File: src/rtl/div_job_sequencer.sv
// Job sequencer in front of the 8-bit SRT divider: input FIFO, one-at-a-time
// issue with a start pulse, and a single-entry result slot with valid/ready.
module div_job_sequencer #(
  parameter int unsigned DEPTH = 4,
  parameter int unsigned TAG_W = 2
) (
  input  logic                     clk,
  input  logic                     reset,
  input  logic                     in_valid,
  output logic                     in_ready,
  input  logic [7:0]               in_dividend,
  input  logic [7:0]               in_divisor,
  input  logic [TAG_W-1:0]         in_tag,
  output logic                     div_start,
  output logic [7:0]               div_dividend,
  output logic [7:0]               div_divisor,
  input  logic                     div_busy,
  input  logic [7:0]               div_quotient,
  input  logic [7:0]               div_remainder,
  input  logic                     div_by_zero,
  output logic                     out_valid,
  input  logic                     out_ready,
  output logic [7:0]               out_quotient,
  output logic [7:0]               out_remainder,
  output logic                     out_div_by_zero,
  output logic [TAG_W-1:0]         out_tag,
  output logic [$clog2(DEPTH):0]   fifo_level
);

  localparam int unsigned PTR_W   = $clog2(DEPTH);
  localparam int unsigned LVL_W   = PTR_W + 1;
  localparam int unsigned ENTRY_W = 16 + TAG_W;

  localparam logic [1:0] S_IDLE    = 2'd0;
  localparam logic [1:0] S_ISSUE   = 2'd1;
  localparam logic [1:0] S_WAIT    = 2'd2;
  localparam logic [1:0] S_CAPTURE = 2'd3;

  logic [1:0]         state_q, state_d;
  logic [PTR_W-1:0]   wr_ptr_q, wr_ptr_d;
  logic [PTR_W-1:0]   rd_ptr_q, rd_ptr_d;
  logic [LVL_W-1:0]   level_q, level_d;
  logic [ENTRY_W-1:0] mem_q [DEPTH];
  logic               div_start_q, div_start_d;
  logic [7:0]         div_dividend_q, div_dividend_d;
  logic [7:0]         div_divisor_q, div_divisor_d;
  logic [TAG_W-1:0]   tag_q, tag_d;
  logic               zero_pending_q, zero_pending_d;
  logic               seen_busy_q, seen_busy_d;
  logic               out_valid_q, out_valid_d;
  logic [7:0]         out_quotient_q, out_quotient_d;
  logic [7:0]         out_remainder_q, out_remainder_d;
  logic               out_dbz_q, out_dbz_d;
  logic [TAG_W-1:0]   out_tag_q, out_tag_d;

  logic               full_c, empty_c, push_c, pop_c;
  logic [ENTRY_W-1:0] head_c;

  // Next-state, FIFO bookkeeping and result-slot control
  always_comb begin
    state_d         = state_q;
    wr_ptr_d        = wr_ptr_q;
    rd_ptr_d        = rd_ptr_q;
    level_d         = level_q;
    div_start_d     = 1'b0;
    div_dividend_d  = div_dividend_q;
    div_divisor_d   = div_divisor_q;
    tag_d           = tag_q;
    zero_pending_d  = zero_pending_q;
    seen_busy_d     = seen_busy_q;
    out_valid_d     = out_valid_q && !out_ready;
    out_quotient_d  = out_quotient_q;
    out_remainder_d = out_remainder_q;
    out_dbz_d       = out_dbz_q;
    out_tag_d       = out_tag_q;
    pop_c           = 1'b0;

    full_c   = (level_q == LVL_W'(DEPTH));
    empty_c  = (level_q == '0);
    in_ready = !reset && !full_c;
    push_c   = in_valid && in_ready;
    head_c   = mem_q[rd_ptr_q];

    case (state_q)
      S_IDLE: begin
        // Issue only when the result slot frees up by the next edge
        if (!empty_c && (!out_valid_q || out_ready) && !div_busy) begin
          pop_c          = 1'b1;
          state_d        = S_ISSUE;
          div_start_d    = 1'b1;
          tag_d          = head_c[ENTRY_W-1:16];
          div_dividend_d = head_c[15:8];
          div_divisor_d  = head_c[7:0];
          zero_pending_d = (head_c[7:0] == 8'd0);
          seen_busy_d    = 1'b0;
        end
      end
      S_ISSUE: state_d = S_WAIT;
      S_WAIT: begin
        seen_busy_d = seen_busy_q || div_busy;
        // Result is loaded on the edge entering CAPTURE
        if (zero_pending_q || (seen_busy_q && !div_busy)) begin
          state_d         = S_CAPTURE;
          out_valid_d     = 1'b1;
          out_quotient_d  = div_quotient;
          out_remainder_d = div_remainder;
          out_dbz_d       = div_by_zero;
          out_tag_d       = tag_q;
        end
      end
      S_CAPTURE: state_d = S_IDLE;
      default:   state_d = S_IDLE;
    endcase

    if (push_c) wr_ptr_d = wr_ptr_q + PTR_W'(1);
    if (pop_c)  rd_ptr_d = rd_ptr_q + PTR_W'(1);
    if (push_c && !pop_c)      level_d = level_q + LVL_W'(1);
    else if (!push_c && pop_c) level_d = level_q - LVL_W'(1);
  end

  always_ff @(posedge clk) begin
    if (reset) begin
      state_q         <= S_IDLE;
      wr_ptr_q        <= '0;
      rd_ptr_q        <= '0;
      level_q         <= '0;
      div_start_q     <= 1'b0;
      div_dividend_q  <= '0;
      div_divisor_q   <= '0;
      tag_q           <= '0;
      zero_pending_q  <= 1'b0;
      seen_busy_q     <= 1'b0;
      out_valid_q     <= 1'b0;
      out_quotient_q  <= '0;
      out_remainder_q <= '0;
      out_dbz_q       <= 1'b0;
      out_tag_q       <= '0;
    end else begin
      state_q         <= state_d;
      wr_ptr_q        <= wr_ptr_d;
      rd_ptr_q        <= rd_ptr_d;
      level_q         <= level_d;
      div_start_q     <= div_start_d;
      div_dividend_q  <= div_dividend_d;
      div_divisor_q   <= div_divisor_d;
      tag_q           <= tag_d;
      zero_pending_q  <= zero_pending_d;
      seen_busy_q     <= seen_busy_d;
      out_valid_q     <= out_valid_d;
      out_quotient_q  <= out_quotient_d;
      out_remainder_q <= out_remainder_d;
      out_dbz_q       <= out_dbz_d;
      out_tag_q       <= out_tag_d;
    end
  end

  // Storage needs no reset: the level and pointers define what is valid
  always_ff @(posedge clk) begin
    if (push_c) mem_q[wr_ptr_q] <= {in_tag, in_dividend, in_divisor};
  end

  assign div_start       = div_start_q;
  assign div_dividend    = div_dividend_q;
  assign div_divisor     = div_divisor_q;
  assign out_valid       = out_valid_q;
  assign out_quotient    = out_quotient_q;
  assign out_remainder   = out_remainder_q;
  assign out_div_by_zero = out_dbz_q;
  assign out_tag         = out_tag_q;
  assign fifo_level      = level_q;

endmodule

File: config.mk
export PLATFORM = sky130hd
export DESIGN_NAME = div_job_sequencer
export DESIGN_NICKNAME = d
export VERILOG_FILES = /design/src/rtl/div_job_sequencer.sv
export SDC_FILE = /design/constraint.sdc
export NUM_CORES = 1
export LEC_CHECK = 0
export CAP_MARGIN = 20
export CORE_MARGIN = 5
export CORE_UTILIZATION = 43
export DETAILED_ROUTE_END_ITERATION = 7
export PLACE_DENSITY = 0.67
export SETUP_SLACK_MARGIN = 0.02
export SYNTH_ARGS = -nofsm -noshare
export SYNTH_HDL_FRONTEND = slang
export SYNTH_SLANG_ARGS = --single-unit
File: constraint.sdc
create_clock -name clk -period 5.3 [get_ports clk]
set_input_delay 1.06 -clock clk [delete_from_list [all_inputs] [get_ports clk]]
set_output_delay 1.06 -clock clk [all_outputs]
set_load 0.1 [all_outputs]
Word-level counts from Yosys, hierarchy flattened --
Memories as Yosys holds them, arrays and structs flattened. A register that Yosys moved wholly into a read port is not among the register bits. Index checks and enable logic that the tools add are counted.
Storage, ports and cells: bits in registers 50, bits in latches 0, RAM bits 72, ROM bits 0, word-level logic and storage cells 69, memories kept 1
Cells by class: add/subtract/negate cells 4, $mul 0, divide/modulo/power cells 0, order comparisons 0, equal/unequal tests 6, shift-type cells 0, muxes and demuxes 15, bitwise logic cells 0, reductions and logical operators 28
Memory list:
- mem_q | words 4, bits a word 18, read ports 1, clocked after memory_dff 1, write ports 1, RTL line 43 | logic [ENTRY_W-1:0] mem_q [DEPTH];
Operators with widths (number):
- $logic_and 1x1->1 | 8
- $logic_not 1->1 | 8
- $logic_not 8->1 | 1
- $mux 2 | 4
- $pmux 2 s4 | 1
- $reduce_and 2->1 | 4
- $mux 1 | 7
- $mux 3 | 2
- $add 2x1->2 const B | 2
- $eq 2x2->1 const B | 2
- $ne 2x2->1 const B | 2
- $reduce_bool 2->1 | 2
- $add 3x1->3 const B | 1
- $eq 3x3->1 const B | 1
- $logic_not 3->1 | 1
- $logic_or 1x1->1 | 3
- $sub 3x1->3 const B | 1
- $eq 2x1->1 const B | 1
- $logic_not 2->1 | 1
- $pmux 1 s2 | 1

Depth between registers and ports, before layout --
word-level depth 9, depth in mapped cells 11, depth with buffers taken out 10

Worst setup path before layout --
OpenSTA, ideal clock, no wires.
kind input -> output, start point input port reset, end point output port in_ready, arrival time 2.910 ns, path slack 1.330 ns, cell stages on the path 3, path buffers 2, path through clkbuf_1 clkbuf_1 a21oi_1
On the way: longest elaborated chain between the ends 2
RTL lines:
- start: declaration | RTL line 8 | input logic reset,
- $logic_not 1->1 | RTL line 80 | in_ready = !reset && !full_c;
- $logic_and 1x1->1 | RTL line 80
- end: declaration | RTL line 10 | output logic in_ready,
No other way between the ends.

Worst setup path in the final report --
Same ends and word-level chain as after synthesis.

==> insert_results.sql <==
INSERT INTO impl_metrics (metric_group, metric, value, unit) VALUES
('logic_synthesis', 'synthesis_warning_total', '0', ''),
('die', 'floorplan.die.height', '114', 'um'),
('detailed_routing', 'dr_drc_count', '0', ''),
('global_route', 'via_count_of_the_first_global_routing_pass', '2796', ''),
('global_route', 'maximum_number_of_pins_on_one_net_before_global_route_repair', '53', ''),
('detailed_routing', 'dr_total_vias', '2753', ''),
('global_route', 'grt_usage', '14.8', '%'),
('cts', 'clock_tree_from_tritoncts', 'done', ''),
('power', 'irDropWorstVdd', '0.000333', 'V'),
('sta', 'endpoints_failing_setup', '0', ''),
('logic_synthesis', 'asyncSetResetFlopFracSynth', '0', '%'),
('detailed_routing', 'detail_route.first_pass.iterations', '4', ''),
('sta', 'layout_min_cycle_time', '3540', 'ps'),
('detailed_routing', 'detailedRoute.firstIterationViolations', '166', ''),
('global_route', 'grt_pass1_wl', '14500', 'um'),
('layout', 'areaGrowthSynthToFinish', '31.9', '%'),
('detailed_routing', 'postRouteAntennaNets', '0', ''),
('logic_synthesis', 'post_synth_instance_area', '4650', 'um^2'),
('outcome', 'outcome', 'complete, no violations', ''),
('sta', 'fin_hold_ws', '461', 'ps'),
('job', 'maxCapViolations', '0', ''),
('logic_synthesis', 'synth-edff-count', '72', ''),
('sta', 'fin_crit_sh', '66.8', '%'),
('layout', 'antenna_cells_inserted', '0', ''),
('placed_design', 'gp_routability_congestion', '0.732', ''),
('sta', 'relSlewSlack', '32.9', '%'),
('die', 'die_area', '13000', 'um^2'),
('cts', 'post-cts-setup-buffer-count', '0', ''),
('sta', 'slew_viol_final', '0', ''),
('logic_synthesis', 'synthDominantCellAreaShare', '46.5', '%'),
('setup_path', 'regToRegStartpoint', 'fifo_level[2]$_SDFFE_PP0P_', ''),
('setup_path', 'crit_fanout', '2', ''),
('detailed_routing', 'drt-vias-per-instance', '4.93', ''),
('global_route', 'initial_antenna_violation_count', '0', ''),
('worst_hold_path', 'hold_depth', '2', ''),
('layout', 'layout.area.seq', '3200', 'um^2'),
('sta', 'rsz0062_at_grt', 'no', ''),
('layout', 'post_route_cells_drive_above_1_share', '12.2', '%'),
('cts', 'clock_tree.buffer_depth', '2', ''),
('setup_path', 'slowest_stage_cell_on_the_critical_path', 'sky130_fd_sc_hd__clkdlybuf4s50_1', ''),
('setup_path', 'startpoint_type', 'primary input', ''),
('power', 'power.combinational.fraction', '25.5', '%'),
('logic_synthesis', 'ys_seq_elements', '124', ''),
('power', 'power_leakage', '2.23', 'nW'),
('die', 'initial_core_util', '43.5', '%'),
('logic_synthesis', 'fraction_of_the_yosys_area_taken_by_sequential_cells', '68.9', '%'),
('global_route', 'global_route.overflow_total', '0', ''),
('power', 'total_switching_power', '1.00', 'mW'),
('logic_synthesis', 'post_synthesis_instance_total', '319', ''),
('die', 'die-width', '114', 'um'),
('logic_synthesis', 'yosys.cell_count.top_type', 'sky130_fd_sc_hd__edfxtp_1', ''),
('detailed_routing', 'route.detailed.wl_per_inst', '16.2', 'um'),
('layout', 'nFillCells', '864', ''),
('cts', 'cts_root_buffer', 'sky130_fd_sc_hd__clkbuf_8', ''),
('sta', 'worst_pin_slew', '1000', 'ps'),
('layout', 'num-nets-final', '453', ''),
('detailed_routing', 'routed_wirelength', '9050', 'um'),
('setup_path', 'critPathCaptureType', 'primary output', ''),
('power', 'swShare', '33.1', '%'),
('power', 'power-per-cell-area', '493', 'nW/um^2'),
('worst_hold_path', 'timing.hold.worst_endpoint', 'tag_q[1]$_SDFFE_PP0P_', ''),
('setup_path', 'crit-reg2reg-capture', 'fifo_level[2]$_SDFFE_PP0P_', ''),
('logic_synthesis', 'post_synth_most_frequent_cells', 'sky130_fd_sc_hd__edfxtp_1 (72), sky130_fd_sc_hd__dfxtp_1 (52), sky130_fd_sc_hd__nand2_1 (38), sky130_fd_sc_hd__nor2_1 (28), sky130_fd_sc_hd__a21oi_1 (26)', ''),
('setup_path', 'worst-endpoint-required', '4240', 'ps'),
('power', 'power_frac_seq', '38.9', '%'),
('die', 'fp-row-count', '38', ''),
('cts', 'worst_setup_hold_path_clk_slew', '50', 'ps'),
('cts', 'post_cts_resize_count', '0', ''),
('logic_synthesis', 'synth_fp_nets', '367', ''),
('cts', 'clock_sinks', '124', ''),
('power', 'clock_network_fraction_of_design_power', '35.6', '%');
-- worst max-delay path, delay by kind of cell --
family          cells  cell delay, ps
buf+inv             2            1270
compound gates      1             140
-- through the flow --
| stage | std cells | power, mW | setup WS [ps] | util (%) |
|---|---|---|---|---|
| 6_report | 558 | 3.02 | 1760 | 57.4 |
| 5_1_grt | 558 | 3.17 | 1690 | 57.4 |
| 4_1_cts | 558 | 3.06 | 1740 | 57.4 |
| 3_5_place_dp | 526 | 1.97 | 1410 | 52.1 |
| 3_3_place_gp | 526 | 1.96 | 1490 | 52.1 |
| 2_1_floorplan | 319 | 1.78 | 1330 | - |
-- cell type report --
class	count	area share, %
Sequential cell	124	52.2
Multi-Input combinational cell	170	21.9
Timing Repair Buffer	83	13.3
Clock inverter	15	2.45
Inverter	9	0.551
Tap cell	140	2.85
Clock buffer	17	6.75
-- power groups by stage --
stage	clock network, mW	registers (mW)	logic (mW)
finish	1.08	1.17	0.771
global route	1.15	1.19	0.828
CTS	1.11	1.18	0.779
detailed placement	0	1.20	0.775
global placement	0	1.19	0.762
floorplan	0	1.45	0.325
-- cell usage in the layout, fill, tap and decap left out, types with 7 or more instances in the layout --
master	Yosys	final
sky130_fd_sc_hd__ha_1	7	7
sky130_fd_sc_hd__mux2i_1	20	20
sky130_fd_sc_hd__clkbuf_16	0	16
sky130_fd_sc_hd__clkdlybuf4s50_1	0	79
sky130_fd_sc_hd__nand2_1	38	38
sky130_fd_sc_hd__dfxtp_1	52	52
sky130_fd_sc_hd__mux4_1	7	7
sky130_fd_sc_hd__edfxtp_1	72	72
sky130_fd_sc_hd__inv_1	8	8
sky130_fd_sc_hd__nor2_1	28	28
sky130_fd_sc_hd__mux4_2	11	11
sky130_fd_sc_hd__a21oi_1	26	26
-- kinds of logic after synthesis --
family                     synth area share (%)
buffers and inverters                      2.37
DFF                                        68.9
adders and majority gates                  2.31
muxes                                      13.6
xor gates and xnor gates                  0.753
AOI/OAI and AO/OA                          4.14
and+or+nand+nor                            7.96
-- state kept, by name (all words and copies together) (netlist names), named ones only --
name	flops
rd_ptr_q	2
tag_q	2
out_remainder	8
div_start	1
state_q	2
div_dividend	8
out_div_by_zero	1
zero_pending_q	1
mem_q	72
out_tag	2
wr_ptr_q	2
out_valid	1
fifo_level	3
div_divisor	8
seen_busy_q	1
out_quotient	8
-- worst max-delay path by stage --
stage / startpoint / to / slack (ps) / cells past startpoint
global placement: out_ready / fifo_level[2]$_SDFFE_PP0P_ / 1490 / 10
CTS: reset / in_ready / 1740 / 3
detailed placement: out_ready / fifo_level[2]$_SDFFE_PP0P_ / 1410 / 10
global route: fifo_level[0]$_SDFFE_PP0P_ / in_ready / 1690 / 3
finish: reset / in_ready / 1760 / 3
floorplan: reset / in_ready / 1330 / 3
-- routing by layer --
metal | GRT usage (%) | vias to the layer above | routed length, um
met4 | 5.15 | 0 | 80
met3 | 5.46 | 10 | 588
met5 | 0 | - | 0
met1 | 18.5 | 1324 | 3870
li1 | - | 1339 | -
met2 | 23.8 | 80 | 4510
(Power assumes the default switching activity.)
